[src/rtl/regs_hilo_file.sv]
// Architectural GPR file plus HI/LO pair, committed from the MEM/WB write-back bus.
// Define REGS_WB_BYPASS_EN to forward same-cycle write-back data onto the read ports and HI/LO.
module regs_hilo_file #(
  parameter int unsigned REG_COUNT  = 32,
  parameter int unsigned DATA_WIDTH = 32,
  parameter int unsigned ADDR_WIDTH = 5
) (
  input  logic                  clock,
  input  logic                  reset,
  input  logic                  wb_write_enable,
  input  logic [ADDR_WIDTH-1:0] wb_write_addr,
  input  logic [DATA_WIDTH-1:0] wb_write_data,
  input  logic                  wb_write_hilo_enable,
  input  logic [DATA_WIDTH-1:0] wb_write_hi_data,
  input  logic [DATA_WIDTH-1:0] wb_write_lo_data,
  input  logic                  read_enable1,
  input  logic [ADDR_WIDTH-1:0] read_addr1,
  output logic [DATA_WIDTH-1:0] read_data1,
  input  logic                  read_enable2,
  input  logic [ADDR_WIDTH-1:0] read_addr2,
  output logic [DATA_WIDTH-1:0] read_data2,
  output logic [DATA_WIDTH-1:0] hi_data,
  output logic [DATA_WIDTH-1:0] lo_data,
  output logic [15:0]           commit_count
);

  logic [DATA_WIDTH-1:0] gpr [REG_COUNT];
  logic [DATA_WIDTH-1:0] hi_q;
  logic [DATA_WIDTH-1:0] lo_q;
  logic                  gpr_commit;

  assign gpr_commit = wb_write_enable && (wb_write_addr != '0) &&
                      (32'(wb_write_addr) < REG_COUNT);

  always_ff @(posedge clock or negedge reset) begin
    if (!reset) begin
      for (int unsigned i = 0; i < REG_COUNT; i++) gpr[i] <= '0;
      hi_q         <= '0;
      lo_q         <= '0;
      commit_count <= '0;
    end else begin
      if (gpr_commit) gpr[wb_write_addr] <= wb_write_data;
      if (wb_write_hilo_enable) begin
        hi_q <= wb_write_hi_data;
        lo_q <= wb_write_lo_data;
      end
      // A GPR and a HI/LO commit on the same edge count as one event
      if (gpr_commit || wb_write_hilo_enable) commit_count <= commit_count + 16'd1;
    end
  end

  // Outputs are gated by reset so the forwarding path also reads 0 while reset is held
  always_comb begin
    read_data1 = '0;
    if (reset && read_enable1 && (read_addr1 != '0) && (32'(read_addr1) < REG_COUNT)) begin
      read_data1 = gpr[read_addr1];
`ifdef REGS_WB_BYPASS_EN
      if (gpr_commit && (wb_write_addr == read_addr1)) read_data1 = wb_write_data;
`endif
    end
  end

  always_comb begin
    read_data2 = '0;
    if (reset && read_enable2 && (read_addr2 != '0) && (32'(read_addr2) < REG_COUNT)) begin
      read_data2 = gpr[read_addr2];
`ifdef REGS_WB_BYPASS_EN
      if (gpr_commit && (wb_write_addr == read_addr2)) read_data2 = wb_write_data;
`endif
    end
  end

  always_comb begin
    hi_data = '0;
    lo_data = '0;
    if (reset) begin
      hi_data = hi_q;
      lo_data = lo_q;
`ifdef REGS_WB_BYPASS_EN
      if (wb_write_hilo_enable) begin
        hi_data = wb_write_hi_data;
        lo_data = wb_write_lo_data;
      end
`endif
    end
  end

endmodule

[config.mk]
export PLATFORM = sky130hd
export DESIGN_NAME = regs_hilo_file
export DESIGN_NICKNAME = d
export VERILOG_FILES = /design/src/rtl/regs_hilo_file.sv
export SDC_FILE = /design/constraint.sdc
export NUM_CORES = 2
export LEC_CHECK = 0
export BUFFER_PORTS_ARGS = -buffer_cell sky130_fd_sc_hd__buf_2
export CAP_MARGIN = 20
export CORE_MARGIN = 4
export CORE_UTILIZATION = 24
export DETAILED_ROUTE_END_ITERATION = 8
export SLEW_MARGIN = 30
export SYNTH_ARGS = -nofsm -noshare
export SYNTH_HDL_FRONTEND = slang
export SYNTH_SLANG_ARGS = --single-unit
[constraint.sdc]
create_clock -name clock -period 3.33 [get_ports clock]
set_input_delay 0.666 -clock clock [delete_from_list [all_inputs] [get_ports clock]]
set_output_delay 0.666 -clock clock [all_outputs]
set_load 0.01 [all_outputs]
==> impl_metrics.toml <==
[pwr]
leakage_uw = 0.0310
peakVddDrop_uv = 458
powerDensity_nw_per_um2 = 552

[yosys]
yosys-top-cells-area = "dfrtp_1 47%, mux2_2 20%, mux4_2 13%, mux2i_1 6.9%, nand2_1 2.1%"
synth_cell_types = 46
synthCells = 4340
synth_top_area_cell = "dfrtp_1"
ys_seq_area_share_pct = 47.2
synth_top_area_share_pct = 47.2
ys_warn_count = 0
synth_nets = 4458
netlist_area_um2 = 58600
ys_ff_latch = 1104
synth_edf_count = 0
synth.most_common_cell = "dfrtp_1"
avgSynthCellArea_um2 = 13.5
synthFlopType = "dfrtp_1"
async_reset_ff_share_pct = 100
synth_common_cells = "1104 x dfrtp_1, 1051 x mux2_2, 402 x mux2i_1"

[layout]
multi_input_area_um2 = 29300
instances_no_fill = 7954
area_growth_pct = 21.2
num-fill-cells = 24400
drive_above_1_share_pct = 48.8
fin_nets = 4765
utilization_pct = 29.2
seq_area_um2 = 27600

[setup_path]
critPathArrivalTime_ns = 2.67
crit_type = "in2out"
end_kind = "output port"
cp_max_fo = 44
required_ns = 2.66
cp-start-kind = "input pin"

[sta]
finClkSkew_ns = 0.0295
drv_slew = 0
finalCriticalPeriod_ns = 3.33
finalCritPeriodShare_pct = 100
worst_slack_ns = -0.00427
holdWs_ns = 0.0401
hold_viol_final = 0
max_freq_ghz = 0.300
maxSlewHeadroom_pct = 43.5
tightest_slew_ns = 0.848
fin_tns_setup_ns = -0.00427
setup_viol = 1
rsz0062_at_grt = "true"

[floorplan]
die_width_um = 502
start_util_pct = 24.1
pin_count = 261
coreArea_um2 = 243000
dieArea_um2 = 252000
die_h_um = 502
num_rows = 181

[route]
wirelength_um = 205000
vias = 40800
wl_per_cell_um = 25.8
drc = 0
dr.first_iter.drc_count = 3300
antenna_left = 0
viasPerCell = 5.13
drt-pass1-iter-count = 6

[cts]
cts_tree = "built"
h-tree-depth = 3
path_clk_slew_ns = 0.06
cts_buffer_depth = 3
insertion_delay_ns = 0.74
cts_buffers = 117
cts_sinks = 1104
root_buffer = "clkbuf_16"

[place]
io_buffers = 260
placed_cells = 7711
dpl.hpwl_um = 130000
routabilityCongestion = 0.851

[run_status]
violations = "negative setup slack"
status = "complete, but fails checks"

[global_routing]
grt-ovfl-total = 0
grt_pass1_wl_um = 300000
first_global_vias = 42600
grt_max_degree = 167
antenna_found_initial = 18
grtUsageTotal_pct = 15.9

[run]
max-cap-violations = 0

[min_path]
hp-class = "in2async"
power breakdown:
part,switching (uW),total [uW],internal [uW]
Clock,5850,13200,7360
Sequential,1860,17800,15900
Combinational,3540,8210,4670
layout by cell type (no fill, tap or decap), types with 10 or more instances in the layout:
master and count:
a21oi_2 16, clkbuf_1 34, a211oi_1 14, clkbuf_8 26, dfrtp_1 1104, buf_4 253
a311oi_1 20, nor2_1 34, nand2_2 18, clkinv_2 19, o211ai_1 22, buf_6 12
o21ai_0 36, clkbuf_16 122, a211oi_2 10, buf_12 111, a21oi_1 130, a221oi_1 35
buf_2 249, a31oi_1 30, and2_1 65, nand2_1 309, a311oi_2 13, mux4_2 326
buf_16 12, a22oi_1 124, nor2_4 17, mux2i_1 400, diode_2 11, mux2_2 1051
sequential cells by signal (all words and copies together), names as in the netlist:
register	flops
hi_q	32
gpr	1024
lo_q	32
commit_count	16
routing by layer:
metal	up-vias	GRT usage, %	part of all wire [%]	routed length, um
met3	486	2.62	6.7	13700
met2	1673	26.5	48	99300
met4	0	8.54	5.7	11800
met5	-	0	0	0
li1	16900	-	-	-
met1	21700	19.7	39	80600
final timing paths:
check,from,to,slack [ns],depth (start not counted)
min in group clock,wb_write_hi_data[19],hi_q[19],0.13,2
worst max-delay path,read_addr1[2],read_data1[8],-0.004,9
max in group asynchronous,reset,gpr[590],1.75,4
worst max register to register,commit_count[0],commit_count[14],1.85,4
worst min register to register,gpr[1021],gpr[1021],0.40,0
worst min-delay path,reset,lo_q[28],0.04,2
per-stage QoR:
| stage | total power [uW] | worst slack [ns] | area (um^2) |
|---|---|---|---|
| floorplan | 23000 | 0.589 | 58600 |
| global placement | 25600 | -0.751 | 66200 |
| detailed placement | 26000 | -0.751 | 66200 |
| CTS | 39400 | -0.0371 | 70500 |
| global route | 41000 | -0.0407 | 70900 |
| finish | 39200 | -0.00427 | 70900 |
critical path, cell delays in order:
cell      delay (ns)
buf_8           0.19
buf_16          0.23
buf_16          0.31
buf_4           0.22
mux2i_1         0.21
a22oi_1         0.12
a311oi_1        0.34
a21oi_2         0.12
buf_2           0.16
what timing repair did:
item / CTS / global route
hold buffers: 4 / 0
gates cloned: 3 / 4
endpoints found under the hold margin: 12 / 0
gates resized for setup: 61 / 39
pin swaps: 3 / 12
setup buffers: 1 / 5
setup endpoints to repair: 58 / 40
logic make-up after synthesis:
logic type      share of synthesized area (%)
mux                                      39.8
flops                                    47.2
simple gates                             3.73
compound gates                           5.31
buf+inv                                  3.77
xor+xnor                                0.224
fa+ha+maj                              0.0214
layout make-up:
class / instances / share of cell area [%]
antenna: 11 / 0.0388
tap: 3202 / 5.65
clock inverter: 35 / 0.548
inverter: 3 / 0.0194
timing repair buffer: 651 / 8.62
clock buffer: 178 / 4.85
multi-input combinational: 2770 / 41.3
sequential: 1104 / 38.9
No activity file was read; power rests on OpenSTA's default activity.
